## config.mk

```make
export PLATFORM = sky130hd
export DESIGN_NAME = micro_sequencer
export DESIGN_NICKNAME = d
export VERILOG_FILES = /design/src/rtl/micro_sequencer.sv
export SDC_FILE = /design/constraint.sdc
export NUM_CORES = 1
export LEC_CHECK = 0
export ABC_CLOCK_PERIOD_IN_PS = 3900
export CAP_MARGIN = 20
export CORE_MARGIN = 2
export CORE_UTILIZATION = 65
export DETAILED_ROUTE_END_ITERATION = 7
export DONT_BUFFER_PORTS = 1
export PLACE_DENSITY = 0.78
export SYNTH_ARGS = -nofsm -noshare
export SYNTH_HDL_FRONTEND = slang
export SYNTH_SLANG_ARGS = --single-unit
```

## constraint.sdc

```tcl
create_clock -name clk -period 3.9 [get_ports clk]
set_clock_uncertainty 0.2 [all_clocks]
set_input_delay 0.585 -clock clk [delete_from_list [all_inputs] [get_ports clk]]
set_output_delay 0.585 -clock clk [all_outputs]
set_load 0.05 [all_outputs]
```

## src/rtl/micro_sequencer.sv

```systemverilog
// micro_sequencer: control-store address register with next-address logic.
// Computes the next microaddress from a 3-bit branch code. The code selects
// increment, two table dispatches, jump, conditional branch, call/return
// through a small LIFO return stack, or restart. Stack overflow and
// underflow are latched in sticky error flags.
module micro_sequencer #(
    parameter int unsigned                   STATE_W     = 4,
    parameter int unsigned                   IN_W        = 2,
    parameter int unsigned                   STACK_DEPTH = 4,
    parameter logic [STATE_W-1:0]            RESET_STATE = '0,
    parameter logic [(2**IN_W)*STATE_W-1:0]  DISP1_TABLE = 16'h6654,
    parameter logic [(2**IN_W)*STATE_W-1:0]  DISP2_TABLE = 16'hCCCB
) (
    input  logic                                 clk,
    input  logic                                 rst_n,
    input  logic                                 en,
    input  logic [2:0]                           branch_control,
    input  logic [IN_W-1:0]                      in,
    input  logic                                 cond,
    input  logic [STATE_W-1:0]                   br_addr,
    input  logic                                 clr_err,
    output logic [STATE_W-1:0]                   current_state,
    output logic [$clog2(STACK_DEPTH+1)-1:0]     stack_level,
    output logic                                 stack_overflow,
    output logic                                 stack_underflow
);

    localparam int unsigned LVL_W = $clog2(STACK_DEPTH + 1);
    localparam logic [LVL_W-1:0] FULL_LEVEL = LVL_W'(STACK_DEPTH);

    typedef enum logic [2:0] {
        OP_INC     = 3'd0,
        OP_DISP1   = 3'd1,
        OP_DISP2   = 3'd2,
        OP_JMP     = 3'd3,
        OP_CALL    = 3'd4,
        OP_RET     = 3'd5,
        OP_BRC     = 3'd6,
        OP_RESTART = 3'd7
    } op_e;

    op_e                op;
    logic [STATE_W-1:0] disp1 [2**IN_W];
    logic [STATE_W-1:0] disp2 [2**IN_W];
    logic [STATE_W-1:0] stack [STACK_DEPTH];
    logic [STATE_W-1:0] inc_state;
    logic [STATE_W-1:0] top;
    logic [STATE_W-1:0] next_state;
    logic [LVL_W-1:0]   next_level;
    logic               push;
    logic               ovf_evt;
    logic               unf_evt;

    assign op = op_e'(branch_control);

    // Unpack the flat dispatch tables so the index input selects an entry directly
    for (genvar k = 0; k < 2**IN_W; k++) begin : g_tab
        assign disp1[k] = DISP1_TABLE[k*STATE_W +: STATE_W];
        assign disp2[k] = DISP2_TABLE[k*STATE_W +: STATE_W];
    end

    // Top-of-stack read: entry just below the current fill level
    always_comb begin
        top = '0;
        for (int unsigned i = 0; i < STACK_DEPTH; i++) begin
            if (stack_level == LVL_W'(i + 1)) top = stack[i];
        end
    end

    // Next-address and stack-control decode; en=0 leaves everything unchanged
    always_comb begin
        inc_state  = current_state + 1'b1;
        next_state = current_state;
        next_level = stack_level;
        push       = 1'b0;
        ovf_evt    = 1'b0;
        unf_evt    = 1'b0;
        if (en) begin
            case (op)
                OP_INC:   next_state = inc_state;
                OP_DISP1: next_state = disp1[in];
                OP_DISP2: next_state = disp2[in];
                OP_JMP:   next_state = br_addr;
                OP_CALL: begin
                    next_state = br_addr;
                    if (stack_level < FULL_LEVEL) begin
                        push       = 1'b1;
                        next_level = stack_level + 1'b1;
                    end else begin
                        ovf_evt = 1'b1;
                    end
                end
                OP_RET: begin
                    if (stack_level != '0) begin
                        next_state = top;
                        next_level = stack_level - 1'b1;
                    end else begin
                        next_state = RESET_STATE;
                        unf_evt    = 1'b1;
                    end
                end
                OP_BRC:     next_state = cond ? br_addr : inc_state;
                OP_RESTART: begin
                    next_state = RESET_STATE;
                    next_level = '0;
                end
            endcase
        end
    end

    // Return-stack storage; contents are don't-care after reset so no reset here
    always_ff @(posedge clk) begin
        for (int unsigned i = 0; i < STACK_DEPTH; i++) begin
            if (push && stack_level == LVL_W'(i)) stack[i] <= inc_state;
        end
    end

    // Address register, fill level and sticky flags; a new error beats clr_err
    always_ff @(posedge clk or negedge rst_n) begin
        if (!rst_n) begin
            current_state   <= RESET_STATE;
            stack_level     <= '0;
            stack_overflow  <= 1'b0;
            stack_underflow <= 1'b0;
        end else begin
            current_state   <= next_state;
            stack_level     <= next_level;
            stack_overflow  <= ovf_evt | (stack_overflow  & ~clr_err);
            stack_underflow <= unf_evt | (stack_underflow & ~clr_err);
        end
    end

endmodule

```

==> Word-level counts from Yosys, hierarchy flattened <==
Memory sizes are Yosys's and may differ from the RTL's.
Cells that the tools add are included.
{ "totals": {"mem_bits_rw": 16, "word_cells": 84, "input_bits": 14, "register_bits": 9, "output_inout_bits": 9, "memories": 1} }
{ "memory_table": {"columns": ["memory", "depth", "width", "rd", "rd_clocked_by_memory_dff", "write_ports", "line", "rtl"], "rows": [
  ["stack", 4, 4, 4, 0, 1, "45", "logic [STATE_W-1:0] stack [STACK_DEPTH];"]
]} }
{ "op_classes": {"n_addsub": 3, "magnitude_cmp": 2, "eq_ne": 13, "muxes": 42, "bitwise_logic": 6, "n_reduce_logical": 13} }
{ "op_table": {"columns": ["op", "count"], "rows": [
  ["$mux 4", 13],
  ["$pmux 4 s7", 1],
  ["$mux 1", 20],
  ["$bmux 4 s2", 2],
  ["$eq 3x3->1 const B", 5],
  ["$eq 3x2->1 const B", 4],
  ["$reduce_or 4->1", 3],
  ["$pmux 3 s3", 1],
  ["$eq 3x1->1 const B", 2],
  ["$logic_not 3->1", 2],
  ["$mux 2", 3],
  ["$mux 3", 2],
  ["$reduce_bool 3->1", 2],
  ["$add 4x1->4 const B", 1],
  ["$logic_and 1x1->1", 4],
  ["$ne 2x2->1 const B", 2],
  ["$reduce_and 4->1", 1],
  ["$add 3x1->3 const B", 1],
  ["$ge 3x3->1 const B", 1],
  ["$lt 3x3->1 const B", 1],
  ["$not 2->3", 1],
  ["$sub 3x1->3 const B", 1],
  ["$and 1x1->1", 2],
  ["$or 1x1->1", 2],
  ["other kinds (2)", 2]
]} }

==> Longest topological paths before layout <==
{ "depth": {"ltp_word": 11, "ltp_mapped": 8, "mapped_depth_nobuf": 7} }

==> Least setup slack after synthesis <==
Ideal clock, no wire load.
{ "synth_timing": {"path_kind": "register to register", "startpoint": "register stack_level[2]", "endpoint": "register current_state[3]", "t_arrival_ns": 2.117, "path_slack_ns": 1.515, "synth_period_minus_slack_ns": 2.385, "path_buffers": 1, "required_time_ns": 3.633, "path_stages_with_launch": 9, "setup_time_ns": 0.067, "cell_sequence": "dfrtp_1 > buf_6 > inv_1 > ha_1 > nor4b_2 > a21oi_1 > a211o_1 > nand4_1 > o311a_1"} }
{ "synth_via": {"elab_chain_len": 7, "word_cells_on_any_way": 11, "classes_between": "4 x eq/ne; 6 x mux; 1 x reduce/logical"} }
{ "synth_lines": {"columns": ["item", "line", "rtl"], "rows": [
  ["start: declaration", "23", "output logic [$clog2(STACK_DEPTH+1)-1:0] stack_level,"],
  ["start signal: assignment", "127", "stack_level <= next_level;"],
  ["$eq 3x1->1", "66", "if (stack_level == LVL_W'(i + 1)) top = stack[i];"],
  ["$mux 4 (4 in series)", "66", null],
  ["$mux 4 *", "94", "if (stack_level != '0) begin"],
  ["$pmux 4 s7 *", "79", "case (op)"],
  ["end signal: assignment", "126", "current_state <= next_state;"],
  ["end: declaration", "22", "output logic [STATE_W-1:0] current_state,"]
]} }
Every way passes the cells marked *; elsewhere a longest branch is shown, timed or not.
A chain may end at the register's enable or synchronous reset.

==> Worst setup path after layout <==
Same ends and word-level chain as after synthesis.

==> flow_metrics.env <==
export IMPL_synth_cell_types=50
export IMPL_yosysWarnings=0
export IMPL_p_per_area_mw_per_mm2=582.9
export IMPL_path_cells="inv_1 > ha_1 > nor4b_2 > a21oi_1 > a211o_1 > nand4_1 > o311a_1"
export IMPL_routedLengthMet1_um=1337
export IMPL_ir_worst_vdd_mv=0.3887
export IMPL_ioPinCount=23
export IMPL_regArea_sq_um=705.7
export IMPL_syn_cell_area_sq_mm=0.001486
export IMPL_cts_root_buf="clkbuf_4"
export IMPL_synth_nets=158
export IMPL_drc=0
export IMPL_ys_ff_latch=25
export IMPL_grt_max_degree=17
export IMPL_num_rows=17
export IMPL_portBuffers=0
export IMPL_chipHeight_um=51.82
export IMPL_final_cell_mix="edfxtp_1 (16), nand2_1 (10), dfrtp_1 (9)"
export IMPL_crit_path_start_kind="register"
export IMPL_multi_input_area_sq_um=708.2
export IMPL_end_kind="register"
export IMPL_post_drt_wl_per_cell_um=18.61
export IMPL_vias=1048
export IMPL_worstPathMaxFanout=13
export IMPL_hold_viol_final=0
export IMPL_fin_crit_sh=0.6993
export IMPL_setup_violations=0
export IMPL_clockBufferDepth=2
export IMPL_cts_tree="built"
export IMPL_wl_met3_um=192
export IMPL_grt_remaining_overflow=0
export IMPL_slew_headroom=0.4656
export IMPL_clk_latency_ns=0.32
export IMPL_hold_ws_ns=0.1318
export IMPL_crit_slowest_cell="dfrtp_1"
export IMPL_drive_gt1_frac=0.08889
export IMPL_synth_enable_flop_cells=16
export IMPL_crit_start="stack_level[2]"
export IMPL_arrival_ns=2.80
export IMPL_route_met2_wl_um=1444
export IMPL_outcome="complete, no violations"
export IMPL_hpwl_um=2254
export IMPL_slowest_delay_ns=0.89
export IMPL_grt_pass1_vias=1025
export IMPL_drv_slew=0
export IMPL_die_area_sq_mm=0.002685
export IMPL_htreeDepth=1
export IMPL_top_layer_used="met4"
export IMPL_synthArstFlopShare=0.3600
export IMPL_cap_violations=0
export IMPL_grt_usage=0.2426
export IMPL_tns_ns=0
export IMPL_avgSynthCellArea_sq_um=10.85
export IMPL_cp_required_ns=3.97
export IMPL_tightestPinTransition_ns=0.8016
export IMPL_core_area_sq_mm=0.002191
export IMPL_vias_per_cell=6.429
export IMPL_ys_seq_area_frac=0.4747
export IMPL_cts_sinks=25
export IMPL_fp_dieW_um=51.82
export IMPL_final_common_cell="edfxtp_1"
export IMPL_antenna_cells=0
export IMPL_power_leakage_nw=0.5557
export IMPL_synth_cells=137
export IMPL_path_clk_slew_ns=0.15
export IMPL_ant_nets=0
export IMPL_fin_crit_ns=2.727
export IMPL_crit_type="register to register"
export IMPL_nets=157
export IMPL_routed_wl_um=3033
export IMPL_holdCritStartpoint="clr_err"
export IMPL_drtIter0Drc=23
export IMPL_place_gp_congestion=0.8385
export IMPL_cts_repair_resized=0
export IMPL_grt_pass1_wl_um=4678
export IMPL_min_path_type="input port to register"
export IMPL_cts_made_buffers=3
export IMPL_ys_flop_type="edfxtp_1"
export IMPL_areaGrowthSynthToFinish_pct=2.020
export IMPL_fmax_mhz=366.7
export IMPL_drtPass1Iterations=4
export IMPL_rsz0062_at_grt="false"
export IMPL_initial_core_util=0.6785
export IMPL_antenna_found_initial=0
export IMPL_worstReg2RegStart="stack_level[2]"
export IMPL_num_fill_cells=161
## path summary, 6_finish.rpt
path,endpoint,cells past startpoint,slack [ns]
max,current_state[3],7,1.17
min,stack_underflow,1,0.13
max reg2reg,current_state[3],7,1.17
min reg2reg,current_state[0],3,0.54
max in group asynchronous,current_state[3],1,2.76
min in group asynchronous,stack_level[1],1,0.43
## synth_stat cells (2+ instances only)
master | number | area, sq um
o21ai_0 | 7 | 35.03
buf_2 | 4 | 20.02
nand4_1 | 2 | 12.51
buf_6 | 2 | 22.52
inv_1 | 7 | 26.28
a211o_1 | 2 | 17.52
nor2b_1 | 2 | 12.51
dfrtp_1 | 9 | 225.2
o31a_1 | 2 | 17.52
o2bb2ai_1 | 2 | 17.52
xor2_1 | 2 | 17.52
ha_1 | 7 | 87.58
edfxtp_1 | 16 | 480.5
a22o_1 | 2 | 17.52
nand2_1 | 10 | 37.54
a21oi_1 | 6 | 30.03
and2_1 | 5 | 31.28
nor2_1 | 8 | 30.03
nand2b_1 | 2 | 12.51
a32oi_1 | 2 | 17.52
o21ai_1 | 2 | 10.01
a221oi_1 | 2 | 17.52
nand3b_1 | 3 | 22.52
nand3_1 | 5 | 25.02
## kinds of logic after synthesis
| logic type | Yosys count | synth area share |
|---|---|---|
| compound gates | 41 | 0.2088 |
| xor+xnor | 2 | 0.01179 |
| fa+ha+maj | 7 | 0.05892 |
| buf+inv | 14 | 0.04882 |
| flops | 25 | 0.4747 |
| mux | 1 | 0.01010 |
| simple gates | 47 | 0.1869 |
## worst max-delay path: cells and delay by family, from the launching register on
kind	cells	cell delay, ns
adder cells (fa/ha/maj)	1	0.36
AND/OR/NAND/NOR	2	0.41
flip-flops	1	0.89
buffers and inverters	1	0.22
AO/OA/AOI/OAI	3	0.60
## final cells by class
cell class / instances / area share
multi-input cells: 98 / 0.4670
repair buffers: 1 / 0.006601
well taps: 28 / 0.02310
flip-flops and latches: 25 / 0.4653
inverters: 7 / 0.01733
clock inverters: 1 / 0.005776
clock buffers: 3 / 0.01485
## state kept, by name, indices dropped and copies added (netlist names)
name and flops:
stack 16, current_state 4, stack_level 3, stack_overflow 1, stack_underflow 1
## stage by stage
stage,util,cells,total power [mW],worst slack (ns),instance area [sq um]
final,0.6922,163,0.8840,1.173,1516
after global placement,0.6733,158,0.7484,1.247,1475
after global routing,0.6922,163,0.9372,1.049,1516
after floorplan,-,137,0.7009,1.515,1486
after CTS,0.6922,163,0.8867,1.175,1516
after detailed placement,0.6733,158,0.7597,1.216,1475
## timing repair
action / CTS / global route
hold buffers: 1 / 0
hold endpoints to repair: 9 / 0
setup buffers: 0 / 0
## report_power, final
| group | leakage, nW | switching (mW) | internal, mW |
|---|---|---|---|
| combinational | 0.281 | 0.177 | 0.124 |
| sequential | 0.257 | 0.134 | 0.323 |
| clock | 0.0183 | 0.0845 | 0.0418 |
| total | 0.556 | 0.395 | 0.489 |
## routing by layer
metal,vias to the layer above,track usage
met1,501,0.3212
li1,511,-
met3,6,0.09195
met5,-,0
met4,0,0.08333
met2,30,0.3650
Power figures use the tool's default switching activity.
==> edit: new RTL, same settings <==
`STATE_W`: 4 -> 6.
--- a/src/rtl/micro_sequencer.sv
+++ b/src/rtl/micro_sequencer.sv
@@ -4,7 +4,7 @@
 // through a small LIFO return stack, or restart. Stack overflow and
 // underflow are latched in sticky error flags.
 module micro_sequencer #(
-    parameter int unsigned                   STATE_W     = 4,
+    parameter int unsigned                   STATE_W     = 6,
     parameter int unsigned                   IN_W        = 2,
     parameter int unsigned                   STACK_DEPTH = 4,
     parameter logic [STATE_W-1:0]            RESET_STATE = '0,
Ports: changed (resized br_addr and current_state); port bits go from 23 to 27. The function was not compared with the original's and may differ.
==> edit against the unedited design <==
Die area rose by 26%; sequential cell count rose by 10; count of clock-buffer cells in the layout rose by 2; area after synthesis rose by 29%; wire length rose by 28%; total power rose by 23%; combinational power barely moved; non-clock buffer count did not move; worst hold slack got worse by 0.0059 ns; sequential share of layout area rose by 4.0 points; setup slack improved by 0.18 ns; cell area rose by 30%; maximum frequency rose by 6.9%; critical path type unchanged.
==> edit: results (changes against the unedited design) <==
- Unique cell type count in the Yosys netlist: 51 (+2.0%)
- DR pass1 iterations: 4 (unchanged)
- Ys Warns: 0 (unchanged)
- Leak pwr: 0.680 nW (+22%)
- Drt initial violations: 65 (+180%)
- CTS Buf Count: 5 (+2)
- Synth Area in XOR/XNOR: 1.37% (+0.19 points)
- CP max stage delay: 0.95 ns (+0.06 ns)
- Largest net degree at the start of global routing: 18 (+1)
- Drt total wl: 3890 um (+28%)
- DP Wirelength: 2910 um (+29%)
- CTS HTree Levels: 2 (+1)
- Fillers: 227 (+41%)
- Most frequent cells after synthesis: edfxtp_1 (24), nand2_1 (13), a21oi_1 (11), dfrtp_1 (11), nand3b_1 (10)
- Max Freq: 392 MHz (+6.9%)
- Fin nets: 196 (+25%)
- Met2 GRT Util: 42.0% (+5.5 points)
- Placer Congestion: 0.901 (+7.5%)
- WP data arrival: 2.62 ns (-0.18 ns)
- Post-synth EDFFs: 24 (+8)
- Initial antenna violation count: 0 (unchanged)
- Synth top area cells: edfxtp_1 (38%), dfrtp_1 (14%), ha_1 (4.6%)
- Clk_lat worst skew: 0.35 ns (+0.03 ns)
- Critical Path Fanout Max: 16 (+3)
- Peak VDD IR: 0.000490 V (+26%)
- First-pass GRT wire length: 6500 um (+39%)
- Async SR Flop Fraction: 31.4% (-4.6 points)
- Least-Margin Pin Slew: 0.900 ns (+0.0981 ns)
- Fraction of the mapped netlist area in adder cells: 4.58% (-1.3 points)
- All-Layer GR Usage: 26.6% (+2.3 points)
- Share of the yosys chip area belonging to registers: 52.1% (+4.6 points)
- Clk slew on worst S/H paths: 0.11 ns (-0.04 ns)
- Delay-heaviest family, CP: flip-flops
- M1 GR Usage: 34.0% (+1.9 points)
- Regs by FF count: stack (24), current_state (6), stack_level (3)
- Post-synthesis compound-gate area fraction: 19.9% (-0.99 points)
- Postcts setup bufs: 0 (unchanged)
- DR vias/cell: 6.68 (+3.9%)
- Switching power share of the total: 41.4% (-3.3 points)
- Worst hold path type: in2reg
- Share of cells above drive strength 1: 8.05% (-0.84 points)
- Clk buf depth: 2 (unchanged)
- Clock root cell: clkbuf_4
- Vias in the first global route: 1380 (+35%)
- Status: complete, no violations
- I/O Buffers: 0 (unchanged)
- Crit-path slowest cell: dfrtp_1
- Post-synthesis mux area share: 0% (-1.0 points)
- GRT met3 Usage: 8.26% (-0.94 points)
- N_diodes: 0 (unchanged)
## edit: cell count changes after synthesis, sizes merged, moves of 3 or more
cell	before	now
edfxtp	16	24
nand3b	3	10
a21oi	6	12
a32o	0	4
o21ai	9	13
a221oi	3	0
a31oi	1	4
## edit: what timing repair did
action,in CTS,in global routing
hold buffers,1,0
endpoints found under the hold margin,11,0
gates resized for setup,0,0
## edit: kinds of logic after synthesis
logic type                 after synthesis
xor gates and xnor gates                 3
buffers and inverters                   15
DFF                                     35
AOI/OAI and AO/OA                       53
and+or+nand+nor                         59
adders and majority gates                7
## edit: layer usage
layer | vias up | wire length [um]
met5 | - | 0
met4 | 0 | 82
met3 | 10 | 265
met2 | 51 | 1960
met1 | 655 | 1590
li1 | 653 | -
## edit: path summary, 6_finish.rpt
kind,cells after the start,from,end,slack [ns]
max,6,stack_level[2],current_state[2],1.35
min,1,clr_err,stack_underflow,0.13
max reg2reg,6,stack_level[2],current_state[2],1.35
min reg2reg,3,stack[3][4],current_state[4],0.45
max in group asynchronous,1,rst_n,current_state[0],2.69
min in group asynchronous,1,rst_n,stack_level[0],0.45
## edit: layout make-up
type / instances / share of cell area, %
clock buffer: 5 / 1.91
multi-input combinational: 122 / 42.5
sequential: 35 / 50.6
clock inverter: 3 / 1.02
tap: 31 / 1.97
inverter: 8 / 1.52
timing repair buffer: 1 / 0.508
## edit: metrics by stage
| stage | power (mW) | setup slack, ns | instance area (um2) | hold WS, ns | std cells |
|---|---|---|---|---|---|
| 2_1_floorplan | 0.829 | 1.67 | 1910 | 0.0894 | 172 |
| 3_3_place_gp | 0.880 | 1.44 | 1900 | 0.0897 | 196 |
| 3_5_place_dp | 0.892 | 1.40 | 1900 | 0.0897 | 196 |
| 4_1_cts | 1.09 | 1.37 | 1970 | 0.119 | 205 |
| 5_1_grt | 1.16 | 1.19 | 1970 | 0.0999 | 205 |
| 6_report | 1.08 | 1.35 | 1970 | 0.126 | 205 |
## edit: power groups by stage
stage	sequential, mW	combinational, mW	clock (mW)
6_report	0.589	0.301	0.195
5_1_grt	0.598	0.341	0.217
4_1_cts	0.588	0.302	0.197
3_5_place_dp	0.597	0.296	0
3_3_place_gp	0.593	0.287	0
2_1_floorplan	0.574	0.255	0
